### src/rtl/serial_add_sequencer.sv
// Bit-serial WIDTH-bit adder: one structural full-adder cell is reused for every bit position,
// one bit per clock, with a registered carry between bits.
module serial_add_sequencer #(
    parameter int WIDTH = 8
) (
    input  logic             clk,
    input  logic             rst_n,
    input  logic             start,
    input  logic [WIDTH-1:0] a,
    input  logic [WIDTH-1:0] b,
    input  logic             carryin,
    output logic             busy,
    output logic             done,
    output logic [WIDTH-1:0] sum,
    output logic             carryout,
    output logic             overflow
);
    localparam int CW = $clog2(WIDTH);

    typedef enum logic [1:0] {IDLE, RUN, DONE} state_t;

    state_t           state, next_state;
    logic [WIDTH-1:0] a_sh, b_sh, res_sh;
    logic [CW-1:0]    cnt;
    logic             carry_q;
    logic             fa_sum, fa_cout;
    logic             accept, last_bit;

    structuralFullAdder u_fa (
        .sum      (fa_sum),
        .carryout (fa_cout),
        .a        (a_sh[0]),
        .b        (b_sh[0]),
        .carryin  (carry_q)
    );

    assign accept   = start && ((state == IDLE) || (state == DONE));
    assign last_bit = (state == RUN) && (cnt == CW'(WIDTH - 1));

    // NOTE: sequential state is assigned with <= so every flop samples pre-edge values.
    always_ff @(posedge clk) begin
        if (!rst_n) state <= IDLE;
        else        state <= next_state;
    end

    // NOTE: default assignment first so no path leaves next_state unassigned (no latch).
    always_comb begin
        next_state = state;
        case (state)
            IDLE:    if (start) next_state = RUN;
            RUN:     if (last_bit) next_state = DONE;
            DONE:    next_state = start ? RUN : IDLE;
            default: next_state = IDLE;
        endcase
    end

    always_comb begin
        busy = (state == RUN);
        done = (state == DONE);
    end

    always_ff @(posedge clk) begin
        if (!rst_n) begin
            a_sh     <= '0;
            b_sh     <= '0;
            res_sh   <= '0;
            cnt      <= '0;
            carry_q  <= 1'b0;
            sum      <= '0;
            carryout <= 1'b0;
            overflow <= 1'b0;
        end else if (accept) begin
            a_sh    <= a;
            b_sh    <= b;
            res_sh  <= '0;
            cnt     <= '0;
            carry_q <= carryin;
        end else if (state == RUN) begin
            a_sh    <= a_sh >> 1;
            b_sh    <= b_sh >> 1;
            res_sh  <= {fa_sum, res_sh[WIDTH-1:1]};
            carry_q <= fa_cout;
            if (last_bit) begin
                // carry_q still holds the carry into the MSB during the last bit
                sum      <= {fa_sum, res_sh[WIDTH-1:1]};
                carryout <= fa_cout;
                overflow <= carry_q ^ fa_cout;
            end else begin
                cnt <= cnt + 1'b1;
            end
        end
    end
endmodule

// One-bit full adder built from gate primitives.
module structuralFullAdder (
    output logic sum,
    output logic carryout,
    input  logic a,
    input  logic b,
    input  logic carryin
);
    logic ab_x, ab_a, c_a;

    xor g_x0 (ab_x, a, b);
    xor g_x1 (sum, ab_x, carryin);
    and g_a0 (ab_a, a, b);
    and g_a1 (c_a, ab_x, carryin);
    or  g_o0 (carryout, ab_a, c_a);
endmodule

### config.mk
export PLATFORM = sky130hd
export DESIGN_NAME = serial_add_sequencer
export DESIGN_NICKNAME = d
export VERILOG_FILES = /design/src/rtl/serial_add_sequencer.sv
export SDC_FILE = /design/constraint.sdc
export NUM_CORES = 1
export LEC_CHECK = 0
export ABC_AREA = 1
export CAP_MARGIN = 25
export CORE_UTILIZATION = 48
export CTS_BUF_LIST = sky130_fd_sc_hd__clkbuf_2
export DETAILED_ROUTE_END_ITERATION = 8
export MAX_ROUTING_LAYER = met4
export PLACE_DENSITY = 0.75
export SLEW_MARGIN = 30
export SYNTH_ARGS = -nofsm -noshare
export SYNTH_HDL_FRONTEND = slang
export SYNTH_SLANG_ARGS = --single-unit
### constraint.sdc
create_clock -name clk -period 1.27 [get_ports clk]
set_input_delay 0.254 -clock clk [delete_from_list [all_inputs] [get_ports clk]]
set_output_delay 0.254 -clock clk [all_outputs]
set_load 0.02 [all_outputs]
Word level (Yosys, flattened, before mapping) --
Index checks and enable logic that the tools add are counted.
Cells by class: $add $sub $neg 1, reduce and logical (&&, ||, !) cells 9, eq/ne operators 5, bitwise logic cells 9, mux-type cells 10
Operator list (count):
- $mux W8 | 4
- $pmux W2 S3 | 1
- $mux W2 | 2
- $reduce_and A2 Y1 | 2
- $add A3 B1 Y3 const B | 1
- $eq A3 B3 Y1 const B | 1
- $mux W1 | 3
- $not A1 Y1 | 3
- $reduce_and A3 Y1 | 1
- $xor A1 B1 Y1 | 3
- $and A1 B1 Y1 | 2
- $eq A2 B1 Y1 const B | 1
- $eq A2 B2 Y1 const B | 1
- $logic_and A1 B1 Y1 | 2
- $logic_not A2 Y1 | 1
- $ne A2 B1 Y1 const B | 1
- $ne A2 B2 Y1 const B | 1
- $reduce_bool A2 Y1 | 1
- $reduce_or A2 Y1 | 1
- $logic_or A1 B1 Y1 | 1
- $or A1 B1 Y1 | 1
Word-level totals: bits in registers 40, bits of input ports 20

Logic depth before layout (Yosys ltp) --
Gate-level depths: netlist of run 1.
depth in word-level cells 5, depth in mapped cells 8

By module --
From an unflattened synthesis of run 1, not the netlist that was laid out.
Second synthesis, totals: cells, all modules 242, area total of the unflattened synthesis 1731.7 um2
Modules (own cells, without submodules):
- serial_add_sequencer | cells an instance 241, times used 1, area each 1711.6 um2
- structuralFullAdder | cells an instance 1, times used 1, area each 20.0 um2

Worst setup path after synthesis of run 1 --
No wires, ideal clock.
path kind reg-to-reg, start reg cnt[0], end reg carryout, path buffers 0, setup slack 62 ps, arrival 1149 ps, data required time 1211 ps, setup time 59 ps, cell stages (with the launch flop) 9, cell sequence dfxtp_1 ha_1 ha_1 inv_1 nor2_4 nand2_2 inv_2 nand2_1 nand2_1
Between the ends: word-level cells in the longest chain between the ends 3
Ends and longest elaborated chain:
- start, declared | RTL line 24 | logic [CW-1:0] cnt;
- start signal, assigned | RTL line 89 | cnt <= cnt + 1'b1;
- $eq A3 B3 Y1 | RTL line 38 | assign last_bit = (state == RUN) && (cnt == CW'(WIDTH - 1));
- $logic_and A1 B1 Y1 | RTL line 38
- $reduce_and A3 Y1 (no source line)
- end signal, assigned | RTL line 86 | carryout <= fa_cout;
- end, declared | RTL line 15 | output logic carryout,
Every way passes these cells. A chain may end at the register's enable or synchronous reset.

Worst setup path in the final report of run 1 --
start reg state[0], end out busy
Between the ends: word-level cells in the longest chain between the ends 1
Ends and longest elaborated chain:
- start, declared | RTL line 22 | state_t state, next_state;
- start signal, assigned | RTL line 43 | else state <= next_state;
- $eq A2 B1 Y1 | RTL line 58 | busy = (state == RUN);
- end, declared | RTL line 12 | output logic busy,
Every way passes these cells.

==> run_results.csv, run 1 <==
group,metric,value,unit
global_routing,track_usage,20.6,%
placement,gp_congestion,0.779,
job,maxCapViolCount,0,
worst_setup_path,crit_type,"reg -> out",
sta,setup_total_negative_slack,-98.1,ps
floorplan,die_area,3930,um^2
outcome,violations,"setup timing",
route,drt-wirelength-per-cell,11.1,um
global_routing,antenna_found_initial,0,
power,p_per_area,1010,nW/um^2
power,combPwrFrac,18.9,%
clock_tree,clockBufferDepth,2,
sta,post-route-min-period,1330,ps
floorplan,dieHeight,62.7,um
clock_tree,insertion_delay,410,ps
synth,syn_inst,240,
synth,synth_edf_count,0,
outcome,status,"finished with violations",
sta,skew,23.9,ps
floorplan,rows,21,
synth,synthesis.area,1770,um^2
route,ant_nets,0,
global_routing,grt_max_degree,27,
floorplan,die_x,62.7,um
global_routing,grtUsageMet3,5.66,%
clock_tree,ctsHoldBuffers,0,
synth,yosysUniqueCellTypes,22,
sta,relSlewSlack,83.3,%
synth,ys_ff_latch,39,
worst_setup_path,worst-path-max-fanout,4,
clock_tree,clk_pin_slew,210,ps
sta,whs,392,ps
synth,ys_seq_area_share,44.2,%
power,power,2.34,mW
sta,worst_slew_pin_slew,249,ps
sta,rsz0062_at_grt,"yes",
final_layout,layout_commonest_cell,"nand2_1",
worst_setup_path,crit_required,1020,ps
sta,setup_viol,3,
power,power.share.clock,24.3,%
synth,yosysWarnings,0,
placement,portBuffers,31,
sta,fin_ws,-60.1,ps
power,intPower,1.62,mW
global_routing,gr-total-overflow,0,
power,power_frac_seq,56.9,%
route,drtIter0Drc,95,
floorplan,io_pins,32,
synth,synth_nets,263,
synth,async_reset_ff_share,0,%
clock_tree,cts_buffers,5,
global_routing,grt_pass1_wl,6180,um
synth,ys.flop_type,"dfxtp_1",
power,ir_drop,0.000595,V
clock_tree,cts_tree,"built",
synth,postSynthAreaPerCell,7.37,um^2
sta,max_freq,0.752,GHz
worst_setup_path,end_kind,"primary output",
global_routing,grt_pass1_vias,1418,
placement,dp_hpwl,2460,um
final_layout,mostFrequentLayoutCells,"nand2_1 (56), nor2_1 (27), inv_1 (26)",
clock_tree,cts-root-buf,"clkbuf_2",
final_layout,diodes,0,
power,p_leak,1.10,nW
final_layout,fin_cells,336,
route,drt-pass1-iter-count,4,
clock_tree,numClockSinks,39,
route,wirelength,3750,um
placement,pre_cts_slack,-201,ps
global_routing,top_usage_layer,"met2",
final_layout,syn2layout_area_growth,30.6,%
sta,drv_slew,0,
floorplan,core-area,3440,um^2
floorplan,start_util,51.4,%
final_layout,nNetsFinal,312,
global_routing,use_met1,26.4,%
worst_setup_path,start_kind,"flop",
sta,period_share,105,%
power,sw_frac_of_total,30.7,%
sta,hold_viol,0,
final_layout,layout-drive-gt1-share,28.6,%
placement,place_inst,322,
route,vias,1561,
clock_tree,htreeDepth,2,
route,viasPerCell,4.65,
worst_setup_path,worstPathArrival,1080,ps
route,drc_errors,0,
power,netSwitchingPower,717,uW
worst_hold_path,holdPathStages,3,
worst_hold_path,min-delay-path-class,"in -> reg",
global_routing,use_met2,30.4,%
worst_setup_path,reg2reg_depth,7,
layer usage:
layer	up-vias	part of all wire (%)
met4	0	2.0
met3	6	4.1
met5	-	0
met2	32	43
met1	678	50
li1	845	-
state kept, by name (all words and copies together), names as in the netlist:
name / count
a_sh: 8
b_sh: 8
carry_q: 1
carryout: 1
cnt: 3
overflow: 1
res_sh: 7
state: 2
sum: 8
metrics by stage:
step / utilization (%) / cell area, um^2
floorplan: - / 1770
global placement: 63.2 / 2170
detailed placement: 63.2 / 2170
CTS: 64.9 / 2230
global route: 67.1 / 2310
finish: 67.1 / 2310
power by group through the flow:
stage / clock network [mW] / registers [mW] / logic (mW)
final: 0.567 / 1.33 / 0.441
after global routing: 0.646 / 1.34 / 0.494
after CTS: 0.572 / 1.33 / 0.406
after detailed placement: 0 / 1.35 / 0.398
after global placement: 0 / 1.35 / 0.391
after floorplan: 0 / 1.34 / 0.271
what timing repair did:
item | 4_1_cts | 5_1_grt
buffers inserted | 2 | 2
hold endpoints to repair | 0 | 0
resized for setup | 69 | 19
pin swaps | 2 | 4
gates cloned | 0 | 2
setup endpoints to repair | 38 | 32
cell type report:
type	instances	area, um^2
Timing Repair Buffer	49	410
Fill cell	302	1130
Inverter	34	138
Tap cell	46	57.6
Sequential cell	39	801
Multi-Input combinational cell	160	858
Clock inverter	3	20.0
Clock buffer	5	25.0
worst max-delay path, cell delays in order, from the launching register on:
cell and delay (ps):
dfxtp_4 440, nand2_4 70, inv_4 50, buf_6 100
Yosys cell counts, types with 3 or more instances:
| library cell | count | area, um^2 |
|---|---|---|
| buf_2 | 5 | 25.0 |
| inv_2 | 5 | 18.8 |
| a21oi_1 | 18 | 90.1 |
| buf_6 | 3 | 33.8 |
| nand2_4 | 3 | 33.8 |
| dfxtp_1 | 39 | 781 |
| inv_1 | 27 | 101 |
| nand3_1 | 24 | 120 |
| nand2_1 | 57 | 214 |
| nor2_1 | 29 | 109 |
| o21ai_0 | 9 | 45.0 |
| o21ai_1 | 5 | 25.0 |
cell families (layout without fill, tap and decap cells):
group                      Yosys count  after routing  synth area share [%]
and+or+nand+nor                    119            120                  30.9
buffers and inverters               42             91                  10.8
DFF                                 39             39                  44.2
AOI/OAI and AO/OA                   36             36                  11.0
adders and majority gates            3              3                  2.55
xor gates and xnor gates             1              1                 0.495
final timing paths:
path / startpoint / to / slack [ps]
max: state[0] / busy / -60
min: a[7] / a_sh[7] / 390
max reg2reg: state[0] / b_sh[2] / -10
min reg2reg: sum[3] / sum[3] / 480
Note: power is estimated with default switching activity, not from simulation.
==> inputs of run 2 (changes only) <==
Settings changed: SETUP_SLACK_MARGIN set to 0.02.
==> run_results.csv, run 2 (synthesis results as in run 1) <==
group,metric,value,unit
worst_setup_path,r2r_slack,30,ps
global_routing,track_usage,20.6,%
final_layout,layout-drive-gt1-share,27.9,%
route,viasPerCell,4.62,
route,drtIter0Drc,106,
global_routing,gr-total-overflow,0,
worst_setup_path,cp.depth,3,
clock_tree,cts_tree,"built",
global_routing,grt_pass1_wl,6180,um
worst_setup_path,crit_required,1020,ps
sta,skew,25.3,ps
worst_setup_path,end_kind,"primary output",
sta,period_share,104,%
final_layout,syn2layout_area_growth,30.9,%
route,drc_errors,0,
route,ant_nets,0,
sta,fin_ws,-51.3,ps
placement,dpl-instance-area,2170,um^2
outcome,status,"finished with violations",
sta,hold_viol,0,
job,maxCapViolCount,0,
clock_tree,clockBufferDepth,2,
route,drt-wirelength-per-cell,10.7,um
sta,max_freq,0.757,GHz
worst_setup_path,reg2reg_depth,7,
global_routing,grt_max_degree,27,
worst_setup_path,critPathSlowestCell,"dfxtp_4",
power,p_per_area,1000,nW/um^2
floorplan,start_util,51.4,%
power,p_leak,1.09,nW
worst_setup_path,crit_type,"reg -> out",
clock_tree,cts-root-buf,"clkbuf_2",
floorplan,die_x,62.7,um
final_layout,final_util,67.2,%
worst_setup_path,cp_top_family,"flip-flops",
worst_hold_path,min-delay-path-class,"in -> reg",
floorplan,rows,21,
clock_tree,ctsHoldBuffers,0,
final_layout,reg.largest.list,"a_sh x8, b_sh x8, sum x8",
placement,portBuffers,31,
floorplan,io_pins,32,
global_routing,antenna_found_initial,0,
clock_tree,clk_pin_slew,210,ps
power,ir_drop,0.000587,V
worst_setup_path,max_stage_delay,440,ps
worst_hold_path,holdPathStages,3,
final_layout,diodes,0,
floorplan,dieHeight,62.7,um
sta,drv_slew,0,
sta,rsz0062_at_grt,"yes",
route,vias,1539,
final_layout,nNetsFinal,309,
route,wirelength,3560,um
worst_setup_path,path_cells,"nand2_4 > inv_4 > buf_6",
sta,whs,402,ps
clock_tree,htreeDepth,2,
worst_setup_path,worstPathArrival,1070,ps
sta,setup_viol,2,
worst_setup_path,critPathBufInv,2,
clock_tree,cts_buffers,5,
final_layout,final_cell_area,2310,um^2
sta,worst_slew_pin_slew,244,ps
placement,gp_congestion,0.779,
clock_tree,numClockSinks,39,
route,drt-pass1-iter-count,4,
global_routing,grt_pass1_vias,1418,
floorplan,core-area,3440,um^2
sta,relSlewSlack,83.7,%
final_layout,mostFrequentLayoutCells,"nand2_1 (55), nor2_1 (27), inv_1 (26)",
final_layout,layout_commonest_cell,"nand2_1",
outcome,violations,"setup timing",
clock_tree,insertion_delay,410,ps
floorplan,die_area,3930,um^2
placement,dp_hpwl,2460,um
worst_setup_path,start_kind,"flop",
worst_setup_path,worst-path-max-fanout,4,
sta,post-route-min-period,1320,ps
[run 2: cell count changes in the layout (fill, tap and decap cells not counted), sizes merged]
cell   delta
buf       -2
nand2     -1
[run 2: metal layers]
layer	global-route usage (%)	wire [um]
met1	26.4	1770
met2	30.4	1570
met3	5.66	163
met4	8.72	57
met5	-	0
[run 2: worst reg2reg max path: cells and delay by family, from the launching register on]
| kind | cells | cell delay, ps |
|---|---|---|
| buffers and inverters | 2 | 370 |
| and+or+nand+nor | 5 | 380 |
| DFF | 1 | 420 |
[run 2: cell type report]
class / instances / area, um^2
flip-flops and latches: 39 / 801
well taps: 46 / 57.6
clock inverters: 3 / 20.0
multi-input cells: 159 / 860
repair buffers: 47 / 413
fillers: 294 / 1130
clock buffers: 5 / 25.0
inverters: 34 / 138
[run 2: where the power goes]
group | switching (mW) | total [mW] | internal [mW]
clock | 0.431 | 0.562 | 0.130
combinational | 0.230 | 0.425 | 0.195
sequential | 0.0411 | 1.33 | 1.29
[run 2: worst paths after layout]
kind / endpoint / from
max: busy / state[0]
min: a_sh[7] / a[7]
max reg2reg: b_sh[0] / state[0]
min reg2reg: sum[3] / sum[3]
[run 2: timing repair]
item | in CTS | in global routing
hold endpoints to repair | 0 | 0
pin swaps | 2 | 4
buffers inserted | 2 | 1
endpoints found under the setup margin | 41 | 39
gates resized for setup | 74 | 21
[run 2: metrics by stage]
stage	setup WS (ps)	setup TNS (ps)	std cells	total power, mW
5_1_grt	-130	-616	333	2.47
3_3_place_gp	-171	-3950	322	1.74
6_report	-51.3	-76.9	333	2.32
3_5_place_dp	-201	-4650	322	1.75
2_1_floorplan	62.2	0	240	1.61
4_1_cts	-53.1	-401	332	2.31
==> inputs of run 3 (changes only) <==
Settings changed: GPL_TIMING_DRIVEN set to 0.
==> run_results.csv, run 3 (synthesis results as in run 1) <==
group,metric,value,unit
worst_hold_path,min_from,"rst_n",
sta,post-route-min-period,1390,ps
worst_setup_path,end_kind,"primary output",
sta,fin_ws,-118,ps
worst_setup_path,crit_required,1020,ps
final_layout,syn2layout_area_growth,36.0,%
route,viasPerCell,4.87,
sta,whs,128,ps
clock_tree,ctsHoldBuffers,0,
worst_setup_path,worstPathArrival,1130,ps
final_layout,layout_commonest_cell,"nand2_1",
sta,period_share,109,%
outcome,violations,"setup timing",
worst_setup_path,r2r_slack,20,ps
outcome,status,"finished with violations",
floorplan,rows,21,
floorplan,io_pins,32,
sta,skew,49.4,ps
placement,dp_hpwl,2450,um
job,maxCapViolCount,0,
sta,drv_slew,0,
sta,rsz0062_at_grt,"yes",
placement,pre_cts_slack,-349,ps
sta,relSlewSlack,83.3,%
floorplan,dieHeight,62.7,um
clock_tree,clk_pin_slew,240,ps
worst_setup_path,reg2reg_depth,8,
route,drtIter0Drc,58,
route,wirelength,3970,um
route,drt-pass1-iter-count,4,
final_layout,final_util,69.9,%
clock_tree,numClockSinks,39,
floorplan,start_util,51.4,%
power,ir_drop,0.000623,V
power,p_per_area,1070,nW/um^2
worst_hold_path,holdPathStages,3,
clock_tree,cts_buffers,5,
clock_tree,cts-root-buf,"clkbuf_2",
final_layout,reg.largest.list,"a_sh x8, b_sh x8, sum x8",
clock_tree,cts_tree,"built",
clock_tree,clockBufferDepth,2,
clock_tree,insertion_delay,430,ps
route,ant_nets,0,
global_routing,antenna_found_initial,0,
final_layout,num-fill-cells,293,
worst_setup_path,start_kind,"flop",
worst_setup_path,worst-path-max-fanout,2,
global_routing,track_usage,22.0,%
placement,dpl-instance-area,2130,um^2
sta,setup_total_negative_slack,-228,ps
route,vias,1645,
floorplan,die_x,62.7,um
worst_hold_path,min-delay-path-class,"in -> reg",
route,drc_errors,0,
final_layout,final_cell_area,2400,um^2
final_layout,multi_input_area,870,um^2
clock_tree,htreeDepth,2,
sta,hold_viol,0,
final_layout,regArea,805,um^2
worst_hold_path,hold-path-endpoint,"sum[3]",
sta,setup_viol,2,
worst_setup_path,crit_type,"reg -> out",
global_routing,grt_pass1_vias,1519,
worst_setup_path,r2r-end,"b_sh[3]",
final_layout,mostFrequentLayoutCells,"nand2_1 (56), nor2_1 (28), inv_1 (26)",
placement,portBuffers,30,
route,drt-wirelength-per-cell,11.7,um
sta,max_freq,0.720,GHz
floorplan,core-area,3440,um^2
global_routing,grt_max_degree,15,
final_layout,layout-drive-gt1-share,28.8,%
global_routing,gr-total-overflow,0,
worst_setup_path,worstReg2RegStart,"state[0]",
final_layout,nNetsFinal,314,
power,p_leak,1.12,nW
global_routing,grt_pass1_wl,6600,um
sta,worst_slew_pin_slew,250,ps
floorplan,die_area,3930,um^2
final_layout,diodes,0,
placement,gp_congestion,0.795,
[run 3: report_power, final]
group | leakage [nW] | total (mW) | switching [mW] | internal, mW
registers | 0.326 | 1.33 | 0.0393 | 1.29
logic | 0.754 | 0.464 | 0.252 | 0.212
clock network | 0.0396 | 0.785 | 0.447 | 0.338
[run 3: per-stage QoR]
step | total power [mW] | instances
after floorplan | 1.61 | 240
after global placement | 1.73 | 316
after detailed placement | 1.74 | 316
after CTS | 2.56 | 334
after global routing | 2.70 | 338
final | 2.58 | 338
[run 3: cell type report]
| cell class | count | area share, % |
|---|---|---|
| Multi-Input combinational cell | 160 | 36.2 |
| Clock inverter | 3 | 1.93 |
| Inverter | 34 | 6.04 |
| Clock buffer | 5 | 1.04 |
| Buffer | 8 | 2.97 |
| Sequential cell | 39 | 33.5 |
| Tap cell | 46 | 2.39 |
| Timing Repair inverter | 1 | 0.156 |
| Timing Repair Buffer | 42 | 15.9 |
[run 3: repair_timing]
action	CTS	global route
cloned	1	1
setup buffers	9	3
pin swaps	2	4
endpoints found under the setup margin	27	44
resized for setup	79	22
[run 3: metal layers]
metal  GRT usage [%]  routed length [um]  vias to the layer above
li1                -                   -                      853
met1            27.5                1840                      740
met2            33.2                1850                       42
met3            3.83                 173                       10
met4            12.8                 107                        0
met5               -                   0                        -
[run 3: worst max-delay path by stage]
stage / start / to / slack (ps) / cells past startpoint
2_1_floorplan: cnt[0] / carryout / 60 / 8
3_3_place_gp: state[1] / busy / -350 / 4
3_5_place_dp: state[1] / busy / -350 / 4
4_1_cts: state[1] / busy / -130 / 4
5_1_grt: state[1] / busy / -170 / 4
6_report: state[0] / busy / -120 / 4
[run 3: critical path, cell delays in order (launching register included)]
cell and delay (ps):
dfxtp_4 400, buf_12 130, nand2_8 80, inv_8 30
buf_6 120
